===== src/rtl/hazard_ctrl_if.sv =====
// rtl/hazard_ctrl_if.sv - read-stage issue/hazard bundle between decode, memory and the hazard controller
interface hazard_ctrl_if;

  // Instruction presented by decode to the read stage
  logic        issue_valid;
  logic        read_a;
  logic [3:0]  arg_a;
  logic        read_b;
  logic [3:0]  arg_b;
  logic [3:0]  dst;
  logic        mem_en;
  logic        mem_write;
  logic        br_taken;

  // Load data return from memory
  logic        mem_ack;
  logic [3:0]  mem_ack_dst;

  // Halt/drain request from the debug/control side
  logic        halt_req;

  // Controller responses
  logic        issue;
  logic        stall;
  logic        flush;
  logic [15:0] pending;
  logic [3:0]  outstanding;
  logic        halted;
  logic        sb_err;

  // Pipeline side: drives the instruction, acks and halt request
  modport master (
    output issue_valid, read_a, arg_a, read_b, arg_b, dst,
           mem_en, mem_write, br_taken, mem_ack, mem_ack_dst, halt_req,
    input  issue, stall, flush, pending, outstanding, halted, sb_err
  );

  // Controller side
  modport slave (
    input  issue_valid, read_a, arg_a, read_b, arg_b, dst,
           mem_en, mem_write, br_taken, mem_ack, mem_ack_dst, halt_req,
    output issue, stall, flush, pending, outstanding, halted, sb_err
  );

endinterface


===== src/rtl/hazard_ctrl.sv =====
// rtl/hazard_ctrl.sv - load scoreboard, issue stall, branch-shadow flush and halt/drain sequencing
module hazard_ctrl #(
  parameter int MAX_OUTSTANDING = 4,
  parameter int FLUSH_CYCLES    = 2
) (
  input  logic         cpu_clk,
  input  logic         cpu_rst,
  hazard_ctrl_if.slave hc
);

  localparam logic [3:0] MAX_CNT    = 4'(MAX_OUTSTANDING);
  localparam logic [2:0] FLUSH_LOAD = 3'(FLUSH_CYCLES);

  typedef enum logic [1:0] {
    ST_RUN    = 2'd0,
    ST_FLUSH  = 2'd1,
    ST_DRAIN  = 2'd2,
    ST_HALTED = 2'd3
  } state_t;

  // Control state
  state_t      state_q,     state_d;
  logic        flush_q,     flush_d;
  logic [2:0]  flush_cnt_q, flush_cnt_d;
  logic        halted_q,    halted_d;

  // Scoreboard state
  logic [15:0] pending_q,     pending_d;
  logic [3:0]  outstanding_q, outstanding_d;
  logic        sb_err_q,      sb_err_d;

  // Decoded instruction and hazard terms
  logic        is_load;
  logic        src_a_hit;
  logic        src_b_hit;
  logic        waw_hit;
  logic        full_hit;
  logic        hazard;
  logic        stall;
  logic        issue;
  logic        load_issue;

  // Ack classification and scoreboard update masks
  logic        ack_hit;
  logic        ack_miss;
  logic [15:0] set_mask;
  logic [15:0] clr_mask;

  assign is_load = hc.mem_en & ~hc.mem_write;

  // Hazards look only at registered scoreboard state, so a same-cycle ack
  // still costs one bubble; this keeps the ack path out of the stall path.
  assign src_a_hit = hc.read_a & pending_q[hc.arg_a];
  assign src_b_hit = hc.read_b & pending_q[hc.arg_b];
  assign waw_hit   = is_load & pending_q[hc.dst];
  assign full_hit  = is_load & (outstanding_q == MAX_CNT);
  assign hazard    = src_a_hit | src_b_hit | waw_hit | full_hit;

  // Anything other than RUN, or a pending halt request, holds the read stage.
  assign stall      = hc.issue_valid & (hazard | (state_q != ST_RUN) | hc.halt_req);
  assign issue      = hc.issue_valid & ~stall;
  assign load_issue = issue & is_load;

  // An ack is only honoured if its register is actually tracked; anything
  // else is a protocol error from the memory side.
  assign ack_hit  = hc.mem_ack &  pending_q[hc.mem_ack_dst];
  assign ack_miss = hc.mem_ack & ~pending_q[hc.mem_ack_dst];

  assign set_mask = load_issue ? (16'h0001 << hc.dst)         : 16'h0000;
  assign clr_mask = ack_hit    ? (16'h0001 << hc.mem_ack_dst) : 16'h0000;

  // Scoreboard next state: set on load issue, clear on matching ack, count in-flight loads
  always_comb begin
    pending_d     = (pending_q | set_mask) & ~clr_mask;
    outstanding_d = outstanding_q;
    sb_err_d      = sb_err_q | ack_miss;
    case ({load_issue, ack_hit})
      2'b10:   outstanding_d = outstanding_q + 4'd1;
      2'b01:   outstanding_d = outstanding_q - 4'd1;
      default: outstanding_d = outstanding_q;
    endcase
  end

  // Scoreboard registers; reset drops all in-flight tracking and ignores same-cycle acks
  always_ff @(posedge cpu_clk) begin
    if (cpu_rst) begin
      pending_q     <= 16'h0000;
      outstanding_q <= 4'd0;
      sb_err_q      <= 1'b0;
    end else begin
      pending_q     <= pending_d;
      outstanding_q <= outstanding_d;
      sb_err_q      <= sb_err_d;
    end
  end

  // Control FSM next state: branch-shadow flush countdown and halt/drain handshake
  always_comb begin
    state_d     = state_q;
    flush_d     = flush_q;
    flush_cnt_d = flush_cnt_q;
    case (state_q)
      ST_RUN: begin
        // halt_req already blocks issue, so a taken branch and a halt
        // request can never both be acted on in the same cycle.
        if (issue & hc.br_taken) begin
          state_d     = ST_FLUSH;
          flush_d     = 1'b1;
          flush_cnt_d = FLUSH_LOAD;
        end else if (hc.halt_req) begin
          state_d = ST_DRAIN;
        end
      end
      ST_FLUSH: begin
        // The shadow is always squashed in full; a halt request waiting
        // here is picked up only once the flush window closes.
        flush_cnt_d = flush_cnt_q - 3'd1;
        if (flush_cnt_q <= 3'd1) begin
          flush_d     = 1'b0;
          flush_cnt_d = 3'd0;
          state_d     = hc.halt_req ? ST_DRAIN : ST_RUN;
        end
      end
      ST_DRAIN: begin
        // Using the next-state count lets the final ack and the halt land
        // on the same edge.
        if (!hc.halt_req) begin
          state_d = ST_RUN;
        end else if (outstanding_d == 4'd0) begin
          state_d = ST_HALTED;
        end
      end
      ST_HALTED: begin
        if (!hc.halt_req) begin
          state_d = ST_RUN;
        end
      end
      default: begin
        state_d     = ST_RUN;
        flush_d     = 1'b0;
        flush_cnt_d = 3'd0;
      end
    endcase
    halted_d = (state_d == ST_HALTED);
  end

  // Control FSM registers
  always_ff @(posedge cpu_clk) begin
    if (cpu_rst) begin
      state_q     <= ST_RUN;
      flush_q     <= 1'b0;
      flush_cnt_q <= 3'd0;
      halted_q    <= 1'b0;
    end else begin
      state_q     <= state_d;
      flush_q     <= flush_d;
      flush_cnt_q <= flush_cnt_d;
      halted_q    <= halted_d;
    end
  end

  assign hc.issue       = issue;
  assign hc.stall       = stall;
  assign hc.flush       = flush_q;
  assign hc.pending     = pending_q;
  assign hc.outstanding = outstanding_q;
  assign hc.halted      = halted_q;
  assign hc.sb_err      = sb_err_q;

endmodule


===== src/flat_wrapper.sv =====
// flat-port wrapper written by rule: the top's interface ports become plain ports
module hazard_ctrl_flat 
#(
  parameter int MAX_OUTSTANDING = 4,
  parameter int FLUSH_CYCLES    = 2
)
  (cpu_clk, cpu_rst, hc_issue_valid, hc_read_a, hc_arg_a, hc_read_b, hc_arg_b, hc_dst, hc_mem_en, hc_mem_write, hc_br_taken, hc_mem_ack, hc_mem_ack_dst, hc_halt_req, hc_issue, hc_stall, hc_flush, hc_pending, hc_outstanding, hc_halted, hc_sb_err);
  hazard_ctrl_if hc_i ();
  input  logic cpu_clk;
  input  logic cpu_rst;
  input wire logic [$bits(hc_i.issue_valid)-1:0] hc_issue_valid;
  input wire logic [$bits(hc_i.read_a)-1:0] hc_read_a;
  input wire logic [$bits(hc_i.arg_a)-1:0] hc_arg_a;
  input wire logic [$bits(hc_i.read_b)-1:0] hc_read_b;
  input wire logic [$bits(hc_i.arg_b)-1:0] hc_arg_b;
  input wire logic [$bits(hc_i.dst)-1:0] hc_dst;
  input wire logic [$bits(hc_i.mem_en)-1:0] hc_mem_en;
  input wire logic [$bits(hc_i.mem_write)-1:0] hc_mem_write;
  input wire logic [$bits(hc_i.br_taken)-1:0] hc_br_taken;
  input wire logic [$bits(hc_i.mem_ack)-1:0] hc_mem_ack;
  input wire logic [$bits(hc_i.mem_ack_dst)-1:0] hc_mem_ack_dst;
  input wire logic [$bits(hc_i.halt_req)-1:0] hc_halt_req;
  output wire logic [$bits(hc_i.issue)-1:0] hc_issue;
  output wire logic [$bits(hc_i.stall)-1:0] hc_stall;
  output wire logic [$bits(hc_i.flush)-1:0] hc_flush;
  output wire logic [$bits(hc_i.pending)-1:0] hc_pending;
  output wire logic [$bits(hc_i.outstanding)-1:0] hc_outstanding;
  output wire logic [$bits(hc_i.halted)-1:0] hc_halted;
  output wire logic [$bits(hc_i.sb_err)-1:0] hc_sb_err;
  assign hc_i.issue_valid = hc_issue_valid;
  assign hc_i.read_a = hc_read_a;
  assign hc_i.arg_a = hc_arg_a;
  assign hc_i.read_b = hc_read_b;
  assign hc_i.arg_b = hc_arg_b;
  assign hc_i.dst = hc_dst;
  assign hc_i.mem_en = hc_mem_en;
  assign hc_i.mem_write = hc_mem_write;
  assign hc_i.br_taken = hc_br_taken;
  assign hc_i.mem_ack = hc_mem_ack;
  assign hc_i.mem_ack_dst = hc_mem_ack_dst;
  assign hc_i.halt_req = hc_halt_req;
  assign hc_issue = hc_i.issue;
  assign hc_stall = hc_i.stall;
  assign hc_flush = hc_i.flush;
  assign hc_pending = hc_i.pending;
  assign hc_outstanding = hc_i.outstanding;
  assign hc_halted = hc_i.halted;
  assign hc_sb_err = hc_i.sb_err;
  hazard_ctrl #(.MAX_OUTSTANDING(MAX_OUTSTANDING), .FLUSH_CYCLES(FLUSH_CYCLES)) u_core (.cpu_clk(cpu_clk), .cpu_rst(cpu_rst), .hc(hc_i));
endmodule

===== config.mk =====
export PLATFORM = sky130hd
export DESIGN_NAME = hazard_ctrl_flat
export DESIGN_NICKNAME = d
export VERILOG_FILES = /design/src/rtl/hazard_ctrl_if.sv /design/src/rtl/hazard_ctrl.sv /design/src/flat_wrapper.sv
export SDC_FILE = /design/constraint.sdc
export NUM_CORES = 1
export LEC_CHECK = 0
export BUFFER_PORTS_ARGS = -buffer_cell sky130_fd_sc_hd__buf_2
export CELL_PAD_IN_SITES_DETAIL_PLACEMENT = 1
export CELL_PAD_IN_SITES_GLOBAL_PLACEMENT = 2
export CORE_ASPECT_RATIO = 1.5
export CORE_MARGIN = 1.5
export CORE_UTILIZATION = 31
export DETAILED_ROUTE_END_ITERATION = 6
export GPL_ROUTABILITY_DRIVEN = 0
export HOLD_SLACK_MARGIN = 0.06
export PLACE_DENSITY_LB_ADDON = 0.08
export SLEW_MARGIN = 20
export SYNTH_ARGS = -nofsm -noshare
export SYNTH_HDL_FRONTEND = slang
export SYNTH_SLANG_ARGS = --single-unit
export TNS_END_PERCENT = 100

===== constraint.sdc =====
create_clock -name cpu_clk -period 5.2 [get_ports cpu_clk]
set_input_delay 1.04 -clock cpu_clk [delete_from_list [all_inputs] [get_ports cpu_clk]]
set_output_delay 1.04 -clock cpu_clk [all_outputs]
set_load 0.01 [all_outputs]

==> flow_metrics.tcl <==
set metrics [dict create \
    die_x_um 71.1 \
    path_clk_slew_ps 100 \
    synth_ff_type "dfxtp_1" \
    grtUsageMet2_pct 36.0 \
    avgSynthCellArea_um2 8.29 \
    cts_root_buffer "clkbuf_8" \
    initial_core_util_pct 31.7 \
    cts_max_path_buffers 2 \
    r2r_end "u_core.hc.halted" \
    drive_gt1_share_pct 22.9 \
    clock_skew_ps 3.67 \
    grtUsageMet1_pct 24.1 \
    dieArea_um2 7470 \
    post_cts_buffers 0 \
    portBuffers 50 \
    hold_class "register to register" \
    power_density_nw_per_um2 179 \
    insertion_delay_ps 280 \
    grt_max_degree 30 \
    io_pins 51 \
    slew_viol_final 0 \
    cap_viol_max_count 0 \
    via_per_inst 5.69 \
    startpoint_type "input port" \
    final_core_util_pct 36.4 \
    r2r_slack_ps 1520 \
    cts_hold_buf 0 \
    yosysWarnings 0 \
    slew_headroom_pct 61.9 \
    dr_total_vias 2134 \
    clkSinkCount 28 \
    ant_nets 0 \
    critPathMaxFanout 7 \
    routed_wl_um 7090 \
    synth.distinct_cells 50 \
    yosysTopAreaCell "dfxtp_1" \
    crit_required_ps 5390 \
    tightest_slew_ps 571 \
    crit_arrival_ps 4410 \
    synth_area_um2 2160 \
    htreeDepth 1 \
    fmax_mhz 237 \
    vdd_drop_max_v 0.0000973 \
    drc 0 \
    crit_start "hc_arg_b[0]" \
    setup_tns_ps 0 \
    cts_buffers 3 \
    syn_inst 260 \
    dpl.cell_count 372 \
    endpoint_kind "register" \
    mappedNetlistNets 292 \
    postSynth.asyncResetShare_pct 0 \
    antenna_found_initial 0 \
    overflow 0 \
    die_y_um 105 \
    endpoint "u_core.hc.halted" \
    yosysTopAreaCellShare_pct 26.0 \
    grt_pass1_wl_um 11700 \
    grt_pass1_vias 2210 \
    synth_edf_count 0 \
    routedWlPerCell_um 18.9 \
    gr-max-usage-layer "met2" \
    grt_setup_unrepaired "false" \
    cts_tree "done" \
    dpl.hpwl_um 5450 \
    reg2reg_from "u_core.hc.pending[10]" \
    critical_path_class "input port to register" \
    core-area_um2 6810 \
    status "completed" \
    first_pass_iters 4 \
    areaGrowthSynthToFinish_pct 14.9 \
    fin_cells 375 \
    fin_crit_ps 4220 \
    insertedDiodeCount 0 \
    synth-seq-cells 28 \
    grt_usage_pct 19.9 \
    ys_top_cells_by_area "dfxtp_1 26%, mux4_2 10%, nor2_1 5.6%" \
    hold_violations 0 \
    worstRegToRegCells 14 \
    grtUsageMet3_pct 2.12 \
    nNetsFinal 331 \
    row_count 37 \
    power_uw 444 \
    min_period_over_period_pct 81.1 \
    ctsResizeCount 0 \
    timing.hold.ws_ps 480 \
    p_leak_nw 0.993 \
    yosysMostFrequentCell "nor2_1" \
    setup_viol 0 \
    drtIter0Drc 60 \
    synth-seq-area-share_pct 26.0 \
    synthTopCellsByCount "32 x nor2_1, 28 x dfxtp_1, 19 x a21oi_1" \
    fillers 839 \
]
==> state kept, by name (all words and copies together) (netlist names) <==
name and flops:
u_core.hc.pending 16, u_core.hc.outstanding 4, u_core.flush_cnt_q 3, u_core.state_q 2, u_core.hc.flush 1, u_core.hc.halted 1
u_core.hc.sb_err 1
==> kinds of logic (layout without fill, tap and decap cells) <==
group / count (synthesis) / in the layout / synth area share (%)
flops: 28 / 28 / 26.0
fa+ha+maj: 6 / 6 / 3.83
buf+inv: 34 / 71 / 6.33
simple gates: 96 / 96 / 22.9
compound gates: 70 / 70 / 23.3
mux: 22 / 22 / 16.1
xor+xnor: 4 / 4 / 1.63
==> through the flow <==
stage,setup slack (ps),area (um^2)
floorplan,1020,2160
global placement,735,2430
detailed placement,647,2430
CTS,944,2480
global route,605,2480
finish,982,2480
==> power by group <==
| group | internal (mW) | switching, mW | total [mW] |
|---|---|---|---|
| Combinational | 0.0375 | 0.0570 | 0.0945 |
| Clock | 0.0522 | 0.0723 | 0.125 |
| Sequential | 0.219 | 0.00577 | 0.224 |
| Total | 0.308 | 0.135 | 0.444 |
==> final cells by class <==
type,instances,area [um^2],share of cell area [%]
Clock buffer,3,41.3,1.67
Inverter,18,67.6,2.73
Tap cell,78,97.6,3.94
Sequential cell,28,561,22.6
Timing Repair Buffer,50,250,10.1
Multi-Input combinational cell,198,1460,58.9
==> worst min path at each step <==
stage	depth (start not counted)	to	start
6_report	2	u_core.hc.sb_err	u_core.hc.sb_err
3_3_place_gp	2	u_core.hc.sb_err	u_core.hc.sb_err
2_1_floorplan	2	u_core.flush_cnt_q[2]	u_core.flush_cnt_q[2]
3_5_place_dp	2	u_core.hc.sb_err	u_core.hc.sb_err
4_1_cts	2	u_core.hc.flush	u_core.hc.flush
5_1_grt	2	u_core.hc.flush	u_core.hc.flush
==> cell usage in the layout, fill, tap and decap left out, drive strengths merged, types with 2 or more instances in the layout <==
master,instances
and2,2
nor3b,3
o211ai,3
nand3,4
clkbuf,3
o21a,10
nand4,2
a22oi,4
nor4b,2
dfxtp,28
or3,4
a31oi,2
nor2,32
a311oi,2
buf,50
nor3,11
o2111ai,3
o21bai,4
nand2,13
o21ai,7
mux2i,11
inv,18
ha,5
a221oi,3
xnor2,3
or2,2
and4,3
a21oi,19
mux4,10
a211oi,4
nand2b,5
nor2b,8
nand3b,3
==> worst max-delay path, stage by stage <==
cell,delay (ps)
buf_2,170
mux4_2,500
nand2b_1,150
a41oi_1,190
and4_1,400
and2_1,190
nand2_1,60
ha_1,240
ha_1,290
a21o_1,180
a21oi_1,260
xnor2_1,110
o21ai_0,230
a31oi_1,120
nor4bb_1,270
==> per-layer routing <==
metal  vias to the layer above  share of wire (%)  wire length, um
li1                       1029                  -                -
met1                      1030                 41             2940
met2                        60                 52             3700
met3                        15                4.0              283
met4                         0                2.3              166
met5                         -                  0                0
(Power assumes the default switching activity.)
